## src/rtl/imm_pkg.sv

```systemverilog
// Shared immediate-format definitions, used by the immediate decoder and the encoder.
// Latency: n/a (types, constants and a pure helper function only).
// Backpressure: n/a.
//
// Contents: imm_src_t format selector, beat_t output beat, buf_state_t skid-buffer
// state, and fits_sext() for sign-extension legality checks.
package imm_pkg;

    localparam int IMM_W = 32;

    typedef enum logic [2:0] {
        IMM_NONE = 3'b000,
        IMM_I    = 3'b001,
        IMM_S    = 3'b010,
        IMM_B    = 3'b011,
        IMM_U    = 3'b100,
        IMM_J    = 3'b101
    } imm_src_t;

    // One encoded beat as it travels through the skid buffer.
    typedef struct packed {
        logic [IMM_W-1:0] instr;
        logic             err;
    } beat_t;

    typedef enum logic [1:0] {
        BUF_EMPTY = 2'd0,
        BUF_ONE   = 2'd1,
        BUF_TWO   = 2'd2
    } buf_state_t;

    // True when v[31:lsb] are all equal, i.e. v is the sign extension of v[lsb:0].
    function automatic logic fits_sext(input logic [IMM_W-1:0] v, input int unsigned lsb);
        logic [IMM_W-1:0] mask;
        mask = {IMM_W{1'b1}} << lsb;
        return ((v & mask) == '0) || ((v & mask) == mask);
    endfunction

endpackage

```

## src/rtl/imm_pack.sv

```systemverilog
// Scatters a 32-bit immediate into a RISC-V instruction template and flags immediates
// the selected format cannot represent. Latency: 0 (purely combinational).
// Backpressure: none; output follows inputs in the same cycle.
//
// Ports: imm (sign-extended immediate), imm_src (format), base (template) ->
//        instr (template with immediate fields replaced), err (not representable).
// Optional macro IMM_ENCODE_RANGE_CHECK_EN: when undefined err is tied to 0 and no
// check logic is built; encoding is always by truncation.
module imm_pack
    import imm_pkg::*;
(
    input  logic [IMM_W-1:0] imm,
    input  imm_src_t         imm_src,
    input  logic [IMM_W-1:0] base,
    output logic [IMM_W-1:0] instr,
    output logic             err
);

    always_comb begin
        instr = base;
        case (imm_src)
            IMM_I: begin
                instr[31:20] = imm[11:0];
            end
            IMM_S: begin
                instr[31:25] = imm[11:5];
                instr[11:7]  = imm[4:0];
            end
            IMM_B: begin
                instr[31]    = imm[12];
                instr[30:25] = imm[10:5];
                instr[11:8]  = imm[4:1];
                instr[7]     = imm[11];
            end
            IMM_U: begin
                instr[31:12] = imm[31:12];
            end
            IMM_J: begin
                instr[31]    = imm[20];
                instr[30:21] = imm[10:1];
                instr[20]    = imm[11];
                instr[19:12] = imm[19:12];
            end
            default: begin
                instr = base;
            end
        endcase
    end

`ifdef IMM_ENCODE_RANGE_CHECK_EN
    // B and J offsets are halfword-aligned, so bit 0 must be clear as well.
    always_comb begin
        err = 1'b0;
        case (imm_src)
            IMM_I, IMM_S: err = !fits_sext(imm, 11);
            IMM_B:        err = imm[0] || !fits_sext(imm, 12);
            IMM_U:        err = (imm[11:0] != 12'd0);
            IMM_J:        err = imm[0] || !fits_sext(imm, 20);
            default:      err = 1'b0;
        endcase
    end
`else
    assign err = 1'b0;
`endif

endmodule

```

## src/rtl/imm_encode.sv

```systemverilog
// Immediate encoder: immediate + format + template in, encoded instruction word out.
// Latency: 1 cycle from accept to out_valid when empty or draining; 1 beat/cycle throughput.
// Backpressure: two-entry skid buffer; in_ready is registered (low only when both entries full).
//
// Ports: clk, rst_n (synchronous, active low); in_valid/in_ready with in_imm, in_imm_src,
//        in_base; out_valid/out_ready with out_instr, out_err; err_count (saturating count
//        of delivered beats flagged out_err). Only DATA_WIDTH = 32 is supported.
// Optional macro IMM_ENCODE_RANGE_CHECK_EN: enables out_err and err_count; when undefined
// both are constant 0.
module imm_encode
    import imm_pkg::*;
#(
    parameter int DATA_WIDTH = 32,
    parameter int CNT_WIDTH  = 16
) (
    input  logic                  clk,
    input  logic                  rst_n,
    input  logic                  in_valid,
    output logic                  in_ready,
    input  logic [DATA_WIDTH-1:0] in_imm,
    input  logic [2:0]            in_imm_src,
    input  logic [DATA_WIDTH-1:0] in_base,
    output logic                  out_valid,
    input  logic                  out_ready,
    output logic [DATA_WIDTH-1:0] out_instr,
    output logic                  out_err,
    output logic [CNT_WIDTH-1:0]  err_count
);

    buf_state_t state_q, state_d;
    beat_t      out_q, out_d;
    beat_t      skid_q, skid_d;
    beat_t      new_beat;
    logic       accept;
    logic       drain;

    imm_pack u_pack (
        .imm     (in_imm),
        .imm_src (imm_src_t'(in_imm_src)),
        .base    (in_base),
        .instr   (new_beat.instr),
        .err     (new_beat.err)
    );

    // FSM: state register
    always_ff @(posedge clk) begin
        if (!rst_n) begin
            state_q <= BUF_EMPTY;
        end else begin
            state_q <= state_d;
        end
    end

    // FSM: outputs depend on state only, so in_ready has no path from out_ready.
    always_comb begin
        in_ready  = (state_q != BUF_TWO);
        out_valid = (state_q != BUF_EMPTY);
    end

    assign accept = in_valid && in_ready;
    assign drain  = out_valid && out_ready;

    // FSM: next state
    always_comb begin
        state_d = state_q;
        case (state_q)
            BUF_EMPTY: if (accept) state_d = BUF_ONE;
            BUF_ONE: begin
                if (accept && !drain)      state_d = BUF_TWO;
                else if (drain && !accept) state_d = BUF_EMPTY;
            end
            BUF_TWO:   if (drain) state_d = BUF_ONE;
            default:   state_d = BUF_EMPTY;
        endcase
    end

    // Datapath: the output register loads a new beat only when it is empty or being
    // drained; otherwise the new beat parks in the skid register.
    always_comb begin
        out_d  = out_q;
        skid_d = skid_q;
        case (state_q)
            BUF_EMPTY: if (accept) out_d = new_beat;
            BUF_ONE: begin
                if (accept && drain)       out_d  = new_beat;
                else if (accept && !drain) skid_d = new_beat;
            end
            BUF_TWO:   if (drain) out_d = skid_q;
            default: begin
                out_d  = out_q;
                skid_d = skid_q;
            end
        endcase
    end

    always_ff @(posedge clk) begin
        if (!rst_n) begin
            out_q  <= '0;
            skid_q <= '0;
        end else begin
            out_q  <= out_d;
            skid_q <= skid_d;
        end
    end

    assign out_instr = out_q.instr;
    assign out_err   = out_q.err;

`ifdef IMM_ENCODE_RANGE_CHECK_EN
    logic [CNT_WIDTH-1:0] err_count_q, err_count_d;

    always_comb begin
        err_count_d = err_count_q;
        if (drain && out_q.err && (err_count_q != {CNT_WIDTH{1'b1}})) begin
            err_count_d = err_count_q + CNT_WIDTH'(1);
        end
    end

    always_ff @(posedge clk) begin
        if (!rst_n) begin
            err_count_q <= '0;
        end else begin
            err_count_q <= err_count_d;
        end
    end

    assign err_count = err_count_q;
`else
    assign err_count = '0;
`endif

endmodule

```

## config.mk

```make
export PLATFORM = sky130hd
export DESIGN_NAME = imm_encode
export DESIGN_NICKNAME = d
export VERILOG_FILES = /design/src/rtl/imm_pkg.sv /design/src/rtl/imm_pack.sv /design/src/rtl/imm_encode.sv
export SDC_FILE = /design/constraint.sdc
export NUM_CORES = 1
export LEC_CHECK = 0
export CAP_MARGIN = 20
export CELL_PAD_IN_SITES_DETAIL_PLACEMENT = 1
export CELL_PAD_IN_SITES_GLOBAL_PLACEMENT = 2
export CORE_MARGIN = 8
export CORE_UTILIZATION = 28
export CTS_CLUSTER_DIAMETER = 150
export DETAILED_ROUTE_END_ITERATION = 8
export PLACE_DENSITY = 0.93
export SETUP_SLACK_MARGIN = 0.02
export SLEW_MARGIN = 20
export SYNTH_ARGS = -nofsm -noshare
export SYNTH_HDL_FRONTEND = slang
export SYNTH_SLANG_ARGS = --single-unit
```

## constraint.sdc

```tcl
create_clock -name clk -period 4.8 [get_ports clk]
set_clock_uncertainty 0.1 [all_clocks]
set_input_delay 1.44 -clock clk [delete_from_list [all_inputs] [get_ports clk]]
set_output_delay 1.44 -clock clk [all_outputs]
set_load 0.1 [all_outputs]
```

==> results.txt <==
----------------------------------------------------
[Clocking]
  Num Clock Sinks ... 66
  CTS tree ... yes
  Clock slew at the register clock pins of the worst setup and hold paths ... 0.05 ns
  Number of gates resized after cts ... 0
  Buffer levels on the longest clock path ... 2
  Number of buffers created by CTS ... 9
  Clock latency of the later-clocked register in the worst-skew pair ... 0.32 ns
  H-tree depth ... 3
  CTS Root Cell ... sky130_fd_sc_hd__clkbuf_16
  CTS hold repair buffers ... 0
  Post-CTS setup buffers ... 0

[STA]
  Slew at the pin with the worst max-slew slack ... 1.03 ns
  Final count of negative-setup-slack endpoints ... 0
  Final period demand of the worst path ... 3.67 ns
  Max-slew violation count ... 0
  Fraction of the cycle the final worst path needs ... 0.765
  Total count of hold-check failures in the final report ... 0
  Slew HR ... 0.312
  Final-layout setup total negative slack ... 0 ns
  RSZ-0062 raised after global routing ... no
  Fmax ... 0.272 GHz

[Power]
  Max rail drop VDD ... 192 µV
  Power per cell area ... 388 nW/µm²
  Leak pwr ... 2.08 nW
  Post-route total power ... 1.93 mW

[Placed design]
  Final Wtd Congestion ... 0.860
  HPWL after detailed placement ... 8680 µm
  Number of port buffers ... 104
  Placed cell count ... 681
  Cell area after placement ... 4640 µm²

[Global route]
  Final global-route overflow total ... 0
  Wire length of the first global-routing pass ... 18,500 µm
  Initial antenna violation count ... 0
  Overall track demand over capacity in global routing ... 0.142
  Largest net degree at the start of global routing ... 43
  Number of global-route vias before repair ... 3,525

[Logic synthesis]
  Number of standard cells after synthesis ... 433
  Proportion of synthesized chip area in sequential cells ... 0.369
  Ys Warns ... 0
  Area of the mapped netlist ... 3580 µm²
  Number of synthesized flops with an enable pin ... 0
  Avg Cell Area, Syn ... 8.26 µm²
  Synthesis-stage register bit count ... 66
  Predominant post-synthesis flop cell ... sky130_fd_sc_hd__dfxtp_1
  Number of distinct library cells after synthesis ... 42
  Async S/R FF share, synth ... 0

[Final layout]
  Cell area after layout ... 4970 µm²
  Number of fillers in the final layout ... 1,488
  Post-layout net count ... 593
  Sequential cell area in the final layout ... 1320 µm²
  Most frequent standard cell in the layout excluding fill and tap cells ... sky130_fd_sc_hd__clkdlybuf4s50_1
  Number of antenna diodes ... 0
  Fraction of final layout cells sized beyond drive strength 1 ... 0.0800
  Growth of design area from synthesis to finish ... 39.0%
  Most frequent cells in the layout ... 102 x sky130_fd_sc_hd__clkdlybuf4s50_1, 92 x sky130_fd_sc_hd__nand2_1, 66 x sky130_fd_sc_hd__dfxtp_1
  Final cell count without fillers ... 697
  Combined area of the multi-input logic cells ... 1960 µm²
  Final core occ ... 0.396

[Route]
  Count of TritonRoute iterations in the first routing pass ... 4
  Final wirelength ... 11,800 µm
  Detail Route Antenna Nets ... 0
  Wirelength per Cell ... 17.0 µm
  Via-to-Cell Ratio ... 4.77
  Vias after detailed routing ... 3,327
  Post-detailed-route DRC marker count ... 0
  Count of routing violations after the opening detailed-route iteration ... 123

[Worst setup path]
  Data arrival time of the critical path ... 2.13 ns
  Maximum fanout along the worst path ... 7
  Crit path launch ... state_q[0]$_SDFFE_PN0P_
  R2R Setup Slk ... 1.97 ns
  Start of the worst register-to-register path ... state_q[0]$_SDFFE_PN0P_
  Critical path start-end classification ... register to output pin
  FF-to-FF path depth ... 8
  Required arrival time at the worst endpoint ... 3.26 ns
  Critical Path Start Type ... register
  Worst setup endpoint ... out_valid
  Kind of end point of the critical path ... output pin
  Destination of the worst register-to-register timing path ... skid_q[21]$_SDFFE_PN0P_

[Floorplan]
  Number of ports placed on the die boundary ... 122
  Die Height ... 129 µm
  Cell row count ... 41
  Die Footprint ... 16,600 µm²
  Initial core utilization ... 0.285
  Horizontal die dimension ... 129 µm
  Std-Cell Core Area ... 12,600 µm²

[Status]
  Status ... complete, no violations

[Run]
  Max Cap Viol ... 0

[Worst hold path]
  Hold crit path type ... register to register

----------------------------------------------------
## worst max-delay path, stage by stage (launching register included)
cell                              delay [ns]
sky130_fd_sc_hd__dfxtp_1                0.49
sky130_fd_sc_hd__or2_2                  0.19
sky130_fd_sc_hd__clkdlybuf4s50_1        1.13
## power breakdown
| part | leakage [nW] | internal (mW) | total (mW) | switching (mW) |
|---|---|---|---|---|
| Sequential | 0.541 | 0.591 | 0.615 | 0.0241 |
| Clock | 0.160 | 0.507 | 0.755 | 0.248 |
| Combinational | 1.38 | 0.168 | 0.560 | 0.392 |
| Total | 2.08 | 1.27 | 1.93 | 0.664 |
## Yosys cell counts (12+ instances only)
cell type,count,area (µm²)
sky130_fd_sc_hd__nand2_1,92,345
sky130_fd_sc_hd__nor3_1,13,65.1
sky130_fd_sc_hd__dfxtp_1,66,1320
sky130_fd_sc_hd__o21ai_0,14,70.1
sky130_fd_sc_hd__mux2_2,13,146
sky130_fd_sc_hd__mux2i_1,28,280
sky130_fd_sc_hd__and3_1,12,75.1
sky130_fd_sc_hd__inv_1,14,52.6
sky130_fd_sc_hd__o22ai_1,19,119
sky130_fd_sc_hd__nor2b_1,16,100
sky130_fd_sc_hd__a21boi_0,12,90.1
sky130_fd_sc_hd__clkbuf_1,15,56.3
sky130_fd_sc_hd__buf_4,20,150
## area by class of cell
class,count,share of cell area
Clock buffer,11,0.0468
Clock inverter,5,0.0206
Inverter,15,0.0113
Multi-Input combinational cell,317,0.394
Sequential cell,66,0.266
Tap cell,172,0.0433
Timing Repair Buffer,111,0.218
## worst min path at each step
stage	from	endpoint	slack [ns]	cells past startpoint
final	out_instr[26]$_SDFFE_PN0P_	out_instr[26]$_SDFFE_PN0P_	0.37	2
after global routing	out_instr[27]$_SDFFE_PN0P_	out_instr[27]$_SDFFE_PN0P_	0.38	2
after CTS	skid_q[8]$_SDFFE_PN0P_	out_instr[7]$_SDFFE_PN0P_	0.37	2
after detailed placement	out_instr[15]$_SDFFE_PN0P_	out_instr[15]$_SDFFE_PN0P_	0.36	2
after global placement	skid_q[22]$_SDFFE_PN0P_	skid_q[22]$_SDFFE_PN0P_	0.35	2
after floorplan	skid_q[1]$_SDFFE_PN0P_	skid_q[1]$_SDFFE_PN0P_	0.34	2
## stage by stage
stage | worst slack (ns) | hold WS (ns)
2_1_floorplan | 1.95 | 0.344
3_3_place_gp | 1.14 | 0.351
3_5_place_dp | 1.03 | 0.360
4_1_cts | 1.11 | 0.370
5_1_grt | 1.06 | 0.384
6_report | 1.13 | 0.368
## layer usage
layer / part of all wire / GRT usage / vias up
met5: 0 / 0 / -
met4: 0.013 / 0.0449 / 0
met3: 0.060 / 0.0386 / 10
met2: 0.47 / 0.234 / 90
met1: 0.45 / 0.175 / 1593
li1: - / - / 1634
## cells by family after synthesis
kind of cell / count (synthesis) / synth area share
AO/OA/AOI/OAI: 91 / 0.184
adder cells (fa/ha/maj): 2 / 0.00699
buffers and inverters: 66 / 0.104
flip-flops: 66 / 0.369
multiplexers: 42 / 0.123
other: 1 / 0.00105
AND/OR/NAND/NOR: 165 / 0.211
## registers in the layout, summed over array words and instances, names as in the netlist
signal     cells
out_instr     32
skid_q        32
state_q        2
No activity file was read; power rests on OpenSTA's default activity.
